$ cat src/rtl/axi4_lite_arbiter_2to1.sv
// Two-master to one-slave AXI4-Lite arbiter, round-robin,
// a single transaction in flight from grant to response.
module axi4_lite_arbiter_2to1 #(
  parameter int addr_width_p = 28,
  parameter int data_width_p = 64
) (
  input  logic                                 clk_i,
  input  logic                                 reset_n_i,
  input  logic [1:0][addr_width_p-1:0]         m_awaddr_i,
  input  logic [1:0][2:0]                      m_awprot_i,
  input  logic [1:0]                           m_awvalid_i,
  output logic [1:0]                           m_awready_o,
  input  logic [1:0][data_width_p-1:0]         m_wdata_i,
  input  logic [1:0][data_width_p/8-1:0]       m_wstrb_i,
  input  logic [1:0]                           m_wvalid_i,
  output logic [1:0]                           m_wready_o,
  output logic [1:0][1:0]                      m_bresp_o,
  output logic [1:0]                           m_bvalid_o,
  input  logic [1:0]                           m_bready_i,
  input  logic [1:0][addr_width_p-1:0]         m_araddr_i,
  input  logic [1:0][2:0]                      m_arprot_i,
  input  logic [1:0]                           m_arvalid_i,
  output logic [1:0]                           m_arready_o,
  output logic [1:0][data_width_p-1:0]         m_rdata_o,
  output logic [1:0][1:0]                      m_rresp_o,
  output logic [1:0]                           m_rvalid_o,
  input  logic [1:0]                           m_rready_i,
  output logic [addr_width_p-1:0]              s_awaddr_o,
  output logic [2:0]                           s_awprot_o,
  output logic                                 s_awvalid_o,
  input  logic                                 s_awready_i,
  output logic [data_width_p-1:0]              s_wdata_o,
  output logic [data_width_p/8-1:0]            s_wstrb_o,
  output logic                                 s_wvalid_o,
  input  logic                                 s_wready_i,
  input  logic [1:0]                           s_bresp_i,
  input  logic                                 s_bvalid_i,
  output logic                                 s_bready_o,
  output logic [addr_width_p-1:0]              s_araddr_o,
  output logic [2:0]                           s_arprot_o,
  output logic                                 s_arvalid_o,
  input  logic                                 s_arready_i,
  input  logic [data_width_p-1:0]              s_rdata_i,
  input  logic [1:0]                           s_rresp_i,
  input  logic                                 s_rvalid_i,
  output logic                                 s_rready_o,
  output logic [1:0]                           grant_o,
  output logic                                 busy_o
);

  typedef enum logic [2:0] {
    IDLE, WR, WR_RESP, RD_ADDR, RD_DATA
  } state_t;

  state_t     state;
  logic       g;
  logic       rr;
  logic       aw_done;
  logic       w_done;
  logic [1:0] req;
  logic       pick;
  logic       in_wr, in_wresp, in_rda, in_rdd;
  logic       aw_hs, w_hs, b_hs, ar_hs, r_hs;

  assign req  = m_awvalid_i | m_arvalid_i;
  assign pick = (&req) ? rr : req[1];

  assign in_wr    = (state == WR);
  assign in_wresp = (state == WR_RESP);
  assign in_rda   = (state == RD_ADDR);
  assign in_rdd   = (state == RD_DATA);

  // Payload muxes depend only on the registered grant index.
  assign s_awaddr_o = busy_o ? m_awaddr_i[g] : '0;
  assign s_awprot_o = busy_o ? m_awprot_i[g] : '0;
  assign s_wdata_o  = busy_o ? m_wdata_i[g]  : '0;
  assign s_wstrb_o  = busy_o ? m_wstrb_i[g]  : '0;
  assign s_araddr_o = busy_o ? m_araddr_i[g] : '0;
  assign s_arprot_o = busy_o ? m_arprot_i[g] : '0;

  assign s_awvalid_o = in_wr & m_awvalid_i[g] & ~aw_done;
  assign s_wvalid_o  = in_wr & m_wvalid_i[g] & ~w_done;
  assign s_bready_o  = in_wresp & m_bready_i[g];
  assign s_arvalid_o = in_rda & m_arvalid_i[g];
  assign s_rready_o  = in_rdd & m_rready_i[g];

  assign aw_hs = s_awvalid_o & s_awready_i;
  assign w_hs  = s_wvalid_o & s_wready_i;
  assign b_hs  = s_bready_o & s_bvalid_i;
  assign ar_hs = s_arvalid_o & s_arready_i;
  assign r_hs  = s_rready_o & s_rvalid_i;

  always_comb begin
    m_awready_o = '0;
    m_wready_o  = '0;
    m_bvalid_o  = '0;
    m_bresp_o   = '0;
    m_arready_o = '0;
    m_rvalid_o  = '0;
    m_rdata_o   = '0;
    m_rresp_o   = '0;
    m_awready_o[g] = in_wr & ~aw_done & s_awready_i;
    m_wready_o[g]  = in_wr & ~w_done & s_wready_i;
    m_bvalid_o[g]  = in_wresp & s_bvalid_i;
    m_bresp_o[g]   = busy_o ? s_bresp_i : 2'b00;
    m_arready_o[g] = in_rda & s_arready_i;
    m_rvalid_o[g]  = in_rdd & s_rvalid_i;
    m_rdata_o[g]   = busy_o ? s_rdata_i : '0;
    m_rresp_o[g]   = busy_o ? s_rresp_i : 2'b00;
  end

  always_ff @(posedge clk_i or negedge reset_n_i) begin
    if (!reset_n_i) begin
      state   <= IDLE;
      g       <= 1'b0;
      rr      <= 1'b0;
      aw_done <= 1'b0;
      w_done  <= 1'b0;
      grant_o <= 2'b00;
      busy_o  <= 1'b0;
    end else begin
      unique case (state)
        IDLE: begin
          if (|req) begin
            g       <= pick;
            grant_o <= pick ? 2'b10 : 2'b01;
            busy_o  <= 1'b1;
            state   <= m_awvalid_i[pick] ? WR : RD_ADDR;
          end
        end
        WR: begin
          if ((aw_done | aw_hs) & (w_done | w_hs)) begin
            state   <= WR_RESP;
            aw_done <= 1'b0;
            w_done  <= 1'b0;
          end else begin
            aw_done <= aw_done | aw_hs;
            w_done  <= w_done | w_hs;
          end
        end
        WR_RESP: begin
          if (b_hs) begin
            state   <= IDLE;
            grant_o <= 2'b00;
            busy_o  <= 1'b0;
            rr      <= ~g;
          end
        end
        RD_ADDR: begin
          if (ar_hs) state <= RD_DATA;
        end
        RD_DATA: begin
          if (r_hs) begin
            state   <= IDLE;
            grant_o <= 2'b00;
            busy_o  <= 1'b0;
            rr      <= ~g;
          end
        end
        default: state <= IDLE;
      endcase
    end
  end

endmodule

$ cat config.mk
export PLATFORM = sky130hd
export DESIGN_NAME = axi4_lite_arbiter_2to1
export DESIGN_NICKNAME = d
export VERILOG_FILES = /design/src/rtl/axi4_lite_arbiter_2to1.sv
export SDC_FILE = /design/constraint.sdc
export NUM_CORES = 1
export LEC_CHECK = 0
export CORE_AREA = 2 2 252 254
export CTS_BUF_LIST = sky130_fd_sc_hd__clkbuf_16
export CTS_CLUSTER_SIZE = 16
export DETAILED_ROUTE_END_ITERATION = 8
export DIE_AREA = 0 0 254 256
export PLACE_DENSITY = 0.3
export SLEW_MARGIN = 5
export SYNTH_ARGS = -nofsm -noshare
export SYNTH_HDL_FRONTEND = slang
export SYNTH_SLANG_ARGS = --single-unit
$ cat constraint.sdc
create_clock -name clk_i -period 2.3 [get_ports clk_i]
set_clock_uncertainty 0.15 [all_clocks]
set_input_delay 0.345 -clock clk_i [delete_from_list [all_inputs] [get_ports clk_i]]
set_output_delay 0.345 -clock clk_i [all_outputs]
set_load 0.01 [all_outputs]
After elaboration in Yosys (flattened, before gate mapping)
Cells that the tools add are included.
Storage, ports and cells
  word-level logic and storage cells: 124
  flip-flop bits (word level): 10
  bits in latches: 0
  bits in writable memories: 0
  bits in read-only memories: 0
  input port bits: 353
  memories: 0
Cells by class
  reductions and logical operators: 10
  multiply operators: 0
  add/sub/neg operators: 0
  mux-type cells: 61
  bitwise gates (word level): 34
  magnitude comparators: 3
  shifts and indexed selects: 0
  equal/unequal tests: 9
  div/mod/pow operators: 0
Operator list (count)
  64-bit 2-to-1 mux: 5
  28-bit 2-to-1 mux: 6
  128-bit bitwise AND: 1
  64-bit demux with 1-bit select: 1
  3-bit 2-to-1 mux: 11
  8-bit 2-to-1 mux: 3
  1-bit 2-to-1 mux: 21
  1-bit bitwise AND: 20
  2-bit 2-to-1 mux: 8
  3-bit one-hot mux with 5 select lines: 1
  2-bit bitwise AND: 5
  4-bit bitwise AND: 2
  2-bit by 1-bit != test with 1-bit output (second input constant): 4
  3-bit by 2-bit == test with 1-bit output (second input constant): 2
  2-bit one-hot mux with 3 select lines: 1
  5-bit AND reduction: 1
  1-bit by 2-bit less-than comparator with 1-bit output (second input constant): 2
  2-bit AND reduction: 2
  4-bit AND reduction: 1
  3-bit by 1-bit == test with 1-bit output (second input constant): 1
  3-bit == test (second input constant): 1
  3-bit zero test: 1
  1-bit NOT: 3
  1-bit one-hot mux with 3 select lines: 1
  other kinds (12): 13

Longest topological paths before layout
Gate-level depths: netlist (run 1).
  depth in word-level cells: 9
  mapped depth: 7
  depth with buffers taken out: 5

Worst setup path after synthesis (run 1)
Ideal clock, no wire load.
  path kind: register to output
  from: register busy_o
  to: output s_araddr_o[10]
  arrival: 1.349 ns
  setup slack: 0.456 ns
  stages on the path, launching flop included: 6
  required time: 1.805 ns
  cells stage by stage: dfrtp_1 -> buf_2 -> inv_2 -> clkbuf_1 -> buf_1 -> nor2_1
On the way
  cells in the longest elaborated chain, start to end: 1
RTL lines
  start: declaration: RTL line 48  | output logic busy_o
  start signal: assignment: RTL line 120  | busy_o <= 1'b0;
  start signal: assignment: RTL line 127  | busy_o <= 1'b1;
  start signal: assignment: RTL line 145  | busy_o <= 1'b0;
  28-bit 2-to-1 mux: RTL line 78  | assign s_araddr_o = busy_o ? m_araddr_i[g] : '0;
  end: declaration: RTL line 39  | output logic [addr_width_p-1:0] s_araddr_o,
Every way passes these cells.

Final worst setup path (run 1)
  from: register g
  to: output s_wdata_o[41]
On the way
  cells in the longest elaborated chain, start to end: 3
RTL lines
  start: declaration: RTL line 56  | logic g;
  start signal: assignment: RTL line 125  | g <= pick;
  64-bit 2-to-1 mux (implied by the code) (2 in series): RTL line 76  | assign s_wdata_o = busy_o ? m_wdata_i[g] : '0;
  64-bit 2-to-1 mux: RTL line 76
  end: declaration: RTL line 32  | output logic [data_width_p-1:0] s_wdata_o,
Every way passes these cells. The select of a mux whose other input is x is not followed.

==> results of run 1 <==
-- state kept, by name, summed over array words and instances, names as in the netlist --
signal   flops
rr           1
g            1
aw_done      1
busy_o       1
w_done       1
state        3
grant_o      2
-- cell families after synthesis --
| kind of cell | count (synthesis) | share of synthesized area, % |
|---|---|---|
| flip-flops | 10 | 6.75 |
| AO/OA/AOI/OAI | 20 | 3.78 |
| AND/OR/NAND/NOR | 324 | 44.1 |
| buffers and inverters | 62 | 7.53 |
| multiplexers | 140 | 37.9 |
-- layout make-up --
type	count	area [sq um]	area share, %
repair buffers	733	7160	59.5
well taps	846	1060	8.80
clock inverters	1	3.75	0.0312
flip-flops and latches	10	255	2.12
multi-input cells	484	3450	28.7
inverters	5	21.3	0.177
diodes	5	12.5	0.104
clock buffers	3	75.1	0.624
-- per-layer routing --
layer | part of all wire, % | GRT usage, % | vias up
met2 | 53 | 23.4 | 418
met1 | 37 | 12.7 | 3060
met5 | 0.065 | 0 | -
li1 | - | - | 3255
met3 | 8.9 | 2.80 | 30
met4 | 1.9 | 2.11 | 4
-- how the worst min path moves through the flow --
stage | from | end | slack [ns] | depth (start not counted)
finish | reset_n_i | grant_o[0] | 0.31 | 1
global route | reset_n_i | state[0] | 0.35 | 1
CTS | reset_n_i | state[0] | 0.34 | 1
detailed placement | grant_o[0] | grant_o[0] | 0.37 | 2
global placement | grant_o[0] | grant_o[0] | 0.37 | 2
floorplan | reset_n_i | aw_done | -0.10 | 0
-- Yosys cell counts (all sizes together) --
| library cell | n | area [sq um] |
|---|---|---|
| a21o | 1 | 7.51 |
| a21oi | 3 | 18.8 |
| a22oi | 1 | 7.51 |
| a311o | 1 | 10.0 |
| a31oi | 2 | 12.5 |
| and2 | 66 | 413 |
| and3 | 71 | 444 |
| and4 | 2 | 17.5 |
| buf | 23 | 133 |
| clkbuf | 34 | 128 |
| dfrtp | 10 | 250 |
| inv | 5 | 18.8 |
| mux2 | 1 | 11.3 |
| mux2i | 139 | 1390 |
| nand2 | 13 | 48.8 |
| nand2b | 5 | 38.8 |
| nand3 | 1 | 5.00 |
| nor2 | 152 | 571 |
| nor2b | 4 | 25.0 |
| nor3 | 3 | 15.0 |
| nor3b | 3 | 27.5 |
| nor4 | 2 | 12.5 |
| o2111ai | 1 | 8.76 |
| o21ai | 4 | 20.0 |
| o21bai | 1 | 7.51 |
| o221a | 1 | 11.3 |
| o22a | 2 | 17.5 |
| o22ai | 3 | 18.8 |
| or3 | 1 | 6.26 |
| or3b | 1 | 8.76 |
-- power by group through the flow --
| stage | registers, mW | logic (mW) | clock network, mW |
|---|---|---|---|
| floorplan | 0.327 | 4.38 | 0 |
| global placement | 0.380 | 10.9 | 0 |
| detailed placement | 0.381 | 10.8 | 0 |
| CTS | 0.388 | 11.0 | 0.321 |
| global route | 0.387 | 11.9 | 0.335 |
| finish | 0.368 | 11.1 | 0.312 |
-- what timing repair did --
item | 4_1_cts | 5_1_grt
cloned | 6 | 1
pin swaps | 3 | 8
setup endpoints to repair | 242 | 88
hold buffers | 0 | 0
endpoints found under the hold margin | 0 | 0
buffers inserted | 16 | 14
resized for setup | 314 | 243
==> results.md, run 1 <==
- The H-tree depth reported by CTS is 1.
- Setup repair after global routing could not meet its margin everywhere.
- The area of the die is 0.0650 sq mm.
- The critical path ends at s_wdata_o[41].
- The checks that failed: setup timing.
- The first global-routing pass estimated 55000 um of wire.
- The clock net in this run drives a total of 10 sinks.
- Yosys printed 0 warnings.
- The worst reg2reg path depth is 9.
- The largest vdd supply drop is 0.000465 V.
- The worst path in the final design needs a cycle of 2.32 ns, including I/O delays and setup.
- The master cell of the clock root buffer is clkbuf_16.
- The cell area after synthesis is 0.00370 sq mm.
- Timing would allow up to 430 MHz.
- Dividing the detail-routed via count by the number of cells gives 3.24.
- The initial antenna violation count is 15.
- The first detailed-routing pass ran for 4 iterations.
- Once layout is done, the placed cells without fillers occupy 0.0120 sq mm.
- The cell seen most often among critical-path stages is buf_12.
- The worst setup margin is -0.0231 ns.
- The worst-margin pin slew is 0.529 ns.
- The number of top-level pins is 641.
- The summed negative setup slack over all endpoints is -0.0469 ns.
- The slowest cell on the critical path is dfrtp_4.
- The count of buffering cells on the critical path with inverters included is 6.
- The net switching fraction of the power is 47.4%.
- In this run the number of cells on the critical path is 8.
- The flip-flop and latch count after synthesis is 10.
- The final worst hold slack is 0.311 ns.
- The run finished, with violations left.
- The reg-to-reg endpoint is grant_o[1].
- The critical path starts at g.
- The final critical path takes up 101% of the cycle.
- The TritonCTS clock tree is done.
- The maximum number of pins on one net before global-route repair is 46.
- In this run, placement finished with an instance count of 2041.
- The internal power of the cells totals 6.20 mW.
- Summed over all cells, the static leakage comes to 5.95 nW.
- The DRC violation count after routing is 0.
- After clock tree synthesis, the clock-pin slew on the worst setup and hold paths is 0.04 ns.
- In the layout the commonest cells are clkdlybuf4s50_1 (358), nor2_1 (140), dlygate4sd2_1 (138), mux2i_1 (117).
- OpenSTA, run right after detailed placement, puts the worst setup slack at -0.0987 ns.
- The number of clock buffers inserted by TritonCTS is 3.
- The total routing resource utilization after global routing is 11.9%.
- The synthesized instance count is 556.
- The type of the most critical hold path is primary input to async pin.
- The effective utilization at floorplan is 5.94%.
- Routability-driven placement finished with a final weighted congestion of 0.837.
- The worst setup path is of the flop to primary output kind.
- The part of the total power dissipated in combinational logic is 94.2%.
- During placement, the flow inserted port buffers numbering 640.
- The count of vias placed by the detailed router is 6767.
- Dividing the detail-routed wire length by the instance count gives 20.0 um.
- The via count of the first global-routing pass is 7057.
- STA puts the critical path data arrival time at 1.83 ns.
- Setup slack on the worst reg-to-reg path comes out at -0.01 ns.
- The total power per unit cell area is 979 mW/mm^2.
- The maximum clock path buffer count is 2.
- Detailed placement finished with a half-perimeter wire length of 35100 um.
- The die is 256 um tall.
- The switching power of the nets is 5.58 mW.
- The routed wire length is 41800 um.
- Setup violations remaining at the end of the flow were counted as 3.
- The count of cells in the finished layout, fillers not included, comes to 2087.
- Measured along the x axis, the die boundary spans 254 um.
- Sequential cells account for 3.1% of the total power.
- For this run, the post-layout net count is 1590.
- The row count is 92.
- The core region is 0.0624 sq mm.
- For the worst-skew pair, the clock arrives at the later sink with an insertion delay of 0.24 ns.
- The max-slew violation count is 0.
- The count of filler cells inserted in the layout is 7173.
- The relative max-transition margin is 64.6%.
- STA classifies the critical path endpoint as a primary output.
- Summing internal, switching and leakage power gives 11.8 mW.
- In this run, the number of DRC markers left after iteration 0 of detailed routing was 177.
- The number of nets handed over by synthesis was 909.
- The post-route antenna net violation count is 0.
- The signal on the critical path passes through buf_12 -> buf_6 -> buf_12 -> buf_8 -> mux2i_4 -> nor2_1 -> buf_4 -> buf_12.
- The fraction of the yosys area taken by sequential cells is 6.75%.
- The maximum fanout encountered on the critical timing path is 6.
- Max-cap violations in this run came to 0.
- The worst flop-to-flop path startpoint is g.
- After synthesis, the mean cell area works out to 6.66 sq um.
- The worst setup path is launched from a flop.
- The leading cell type in the layout, fill and taps excluded is clkdlybuf4s50_1.
- The number of hold violations in the final report was 0.
- The end-of-flow core utilization is 19.3%.
- The distinct cell type count after synthesis is 37.
- The placed instances occupy a cell area of 0.0116 sq mm.
- The delay of the slowest critical-path stage is 0.52 ns.
- Data on the critical path is required at its endpoint by 1.80 ns.
- The area growth from synthesis to layout is 225%.
- The residual overflow from global routing is 0.
- In the final layout, the share of cells above drive strength 1 is 19.4%.
- The kind of cell with the highest combined delay on the critical path is buffers and inverters.
- The part of the power in the clock network is 2.6%.
No activity file was read; power rests on OpenSTA's default activity.
==> inputs of run 2 (changes only) <==
--- a/config.mk
+++ b/config.mk
@@ -11,7 +11,7 @@
 export DETAILED_ROUTE_END_ITERATION = 8
 export DIE_AREA = 0 0 254 256
 export PLACE_DENSITY = 0.3
-export SLEW_MARGIN = 5
+export SETUP_SLACK_MARGIN = 0.02
 export SYNTH_ARGS = -nofsm -noshare
 export SYNTH_HDL_FRONTEND = slang
 export SYNTH_SLANG_ARGS = --single-unit
==> results.md, run 2 (same netlist as run 1, synthesis figures left out) <==
- The type of destination of the critical path is a flop.
- Cells with a size suffix above 1 make up 19.7% of the layout.
- The end-of-flow core utilization is 19.2%.
- The max-slew violation count is 0.
- The y dimension of the die is 256 um.
- The total power per unit cell area is 986 mW/mm^2.
- The residual overflow from global routing is 0.
- The number of max-cap violations is 0.
- In this run, the number of DRC markers left after iteration 0 of detailed routing was 189.
- The routability congestion estimate is 0.837.
- Clock latency on the worst-skew pair, taken at its later pin, is 0.24 ns.
- The delay of the slowest critical-path stage is 0.53 ns.
- The post-layout instance area is 0.0120 sq mm.
- After detailed placement, the total cell area comes to 0.0116 sq mm.
- After filler insertion, the fill cell instance count of the layout stands at 7171.
- In this run the deepest clock path goes through 2 buffers.
- The run finished, with violations left.
- The final route contains 6794 vias.
- The initial antenna violation count is 15.
- In the layout the commonest cells are clkdlybuf4s50_1 (361), nor2_1 (141), dlygate4sd2_1 (128), mux2i_1 (118), clkbuf_2 (70).
- The register with the most flip-flops in the layout has 3 of them.
- Once the floorplan was initialized, standard cells occupied 5.94% of the core.
- The data required time at the worst endpoint is 2.27 ns.
- The first global-routing pass estimated 55300 um of wire.
- After detailed routing, the number of remaining DRC violations is 0.
- Walking the worst path, the cells encountered are buf_12 -> buf_6 -> buf_6 -> mux2i_4 -> buf_6 -> nand2b_4 -> or3_4 -> a21oi_4 -> o21ai_2.
- In this run, CTS created clock tree buffers numbering 3.
- Entering global routing, the biggest net connects 46 pins.
- Compared with the post-synthesis result, the final layout area differs by 223%.
- Ranked by flip-flop count, first place goes to state.
- The total routing resource utilization after global routing is 12.0%.
- In the final timing run, aggregate negative setup slack is -0.204 ns.
- Wires add up to 41900 um.
- The area of the die is 0.0650 sq mm.
- The post-route antenna net violation count is 0.
- Including well taps, the total number of placed cells is 2041.
- The sum of net half-perimeters after detailed placement is 35100 um.
- STA classifies the critical path startpoint as a flop.
- The relative max-transition margin is 66.4%.
- The clock net sink count is 10.
- The number of hold violations in the final report came to 0.
- The routed design could run at a clock period as short as 2.35 ns.
- Of all nets on the critical path, the largest fanout is 7.
- TritonCTS built the clock tree.
- The number of buffers added on ports is 640.
- The checks that failed: setup timing.
- Static timing analysis puts the maximum clock frequency at 425 MHz.
- The worst setup margin is -0.0515 ns.
- CTS built an H-tree with a depth of 1.
- The via count of the first global-routing pass came to 7081.
- The critical path is of the flop to flop type.
- The net count of the finished layout is 1589.
- Using the TritonRoute via totals, the vias-per-cell ratio works out to 3.26.
- The static leakage is 5.77 nW.
- The x dimension of the die is 254 um.
- Setup repair after global routing could not meet its margin everywhere.
- The total core area is 0.0624 sq mm.
- Among all stages on the critical path, the largest delay is contributed by dfrtp_4.
- OpenSTA, run right after detailed placement, puts the worst setup slack at -0.0987 ns.
- IR analysis of the VDD net gives a maximum drop of 0.000454 V.
- The worst-margin pin slew is 0.503 ns.
- Once layout is complete, the cells apart from fillers number 2086.
- The largest registers in the layout are state: 3 flops, grant_o: 2 flops.
- Summing internal, switching and leakage power gives 11.8 mW.
- On the final layout, the worst hold slack is 0.300 ns.
- The row count is 92.
- The master cell of the clock root buffer is clkbuf_16.
- Setup violations remaining at the end of the flow were counted as 8.
- The first detailed-routing pass ran for 4 iterations.
- The critical path arrival is 2.32 ns.
- After clock tree synthesis, the clock-pin slew on the worst setup and hold paths is 0.04 ns.
- In the finished design, the share of the clock period the worst path needs comes to 102%.
- The type of the most critical hold path is primary input to async pin.
- The cell seen most often among critical-path stages is buf_6.
- The leading cell type in the layout, fill and taps excluded is clkdlybuf4s50_1.
- The number of top-level pins is 641.
- After detailed routing, the average wire length per cell comes to 20.1 um.
-- run 2: changes by cell type in the layout (fill, tap and decap cells not counted), sizes merged --
cell | previous run | this run
bufbuf | 4 | 5
clkbuf | 73 | 74
clkdlybuf4s15 | 31 | 45
clkdlybuf4s50 | 358 | 361
dlygate4sd2 | 138 | 128
dlymetal6s2s | 21 | 11
-- run 2: cell type report --
type,count,area [sq um],area share (%)
Antenna cell,5,12.5,0.105
Clock buffer,3,75.1,0.627
Clock inverter,1,3.75,0.0314
Inverter,5,21.3,0.178
Multi-Input combinational cell,484,3410,28.5
Sequential cell,10,255,2.13
Tap cell,846,1060,8.84
Timing Repair Buffer,732,7130,59.6
-- run 2: worst max-delay path: cells and delay by family, from the launching register on --
| kind | cells | cell delay, ns |
|---|---|---|
| AOI/OAI and AO/OA | 2 | 0.28 |
| buffers and inverters | 4 | 0.51 |
| DFF | 1 | 0.53 |
| and+or+nand+nor | 2 | 0.56 |
| muxes | 1 | 0.19 |
-- run 2: what timing repair did --
item | 4_1_cts | 5_1_grt
setup endpoints to repair | 254 | 105
buffers inserted | 18 | 10
cloned | 7 | 1
resized for setup | 333 | 228
hold buffers | 0 | 0
pin swaps | 3 | 7
-- run 2: where the power goes --
group | total, mW | internal, mW | switching [mW]
sequential | 0.369 | 0.268 | 0.102
combinational | 11.1 | 5.71 | 5.41
clock | 0.312 | 0.228 | 0.0833
-- run 2: layer usage --
layer | up-vias | share of wire, % | global-route usage (%)
li1 | 3252 | - | -
met1 | 3074 | 37 | 12.7
met2 | 427 | 52 | 23.5
met3 | 37 | 8.8 | 2.80
met4 | 4 | 2.3 | 2.45
met5 | - | 0.064 | 0
-- run 2: final timing paths --
| check | from | cells past startpoint | slack, ns | end |
|---|---|---|---|---|
| max | g | 9 | -0.05 | busy_o |
| min | reset_n_i | 1 | 0.30 | rr |
| max reg2reg | g | 9 | -0.05 | busy_o |
| min reg2reg | grant_o[0] | 2 | 0.38 | grant_o[0] |
| max in group asynchronous | reset_n_i | 1 | 1.32 | g |
| min in group clk_i | grant_o[0] | 2 | 0.38 | grant_o[0] |
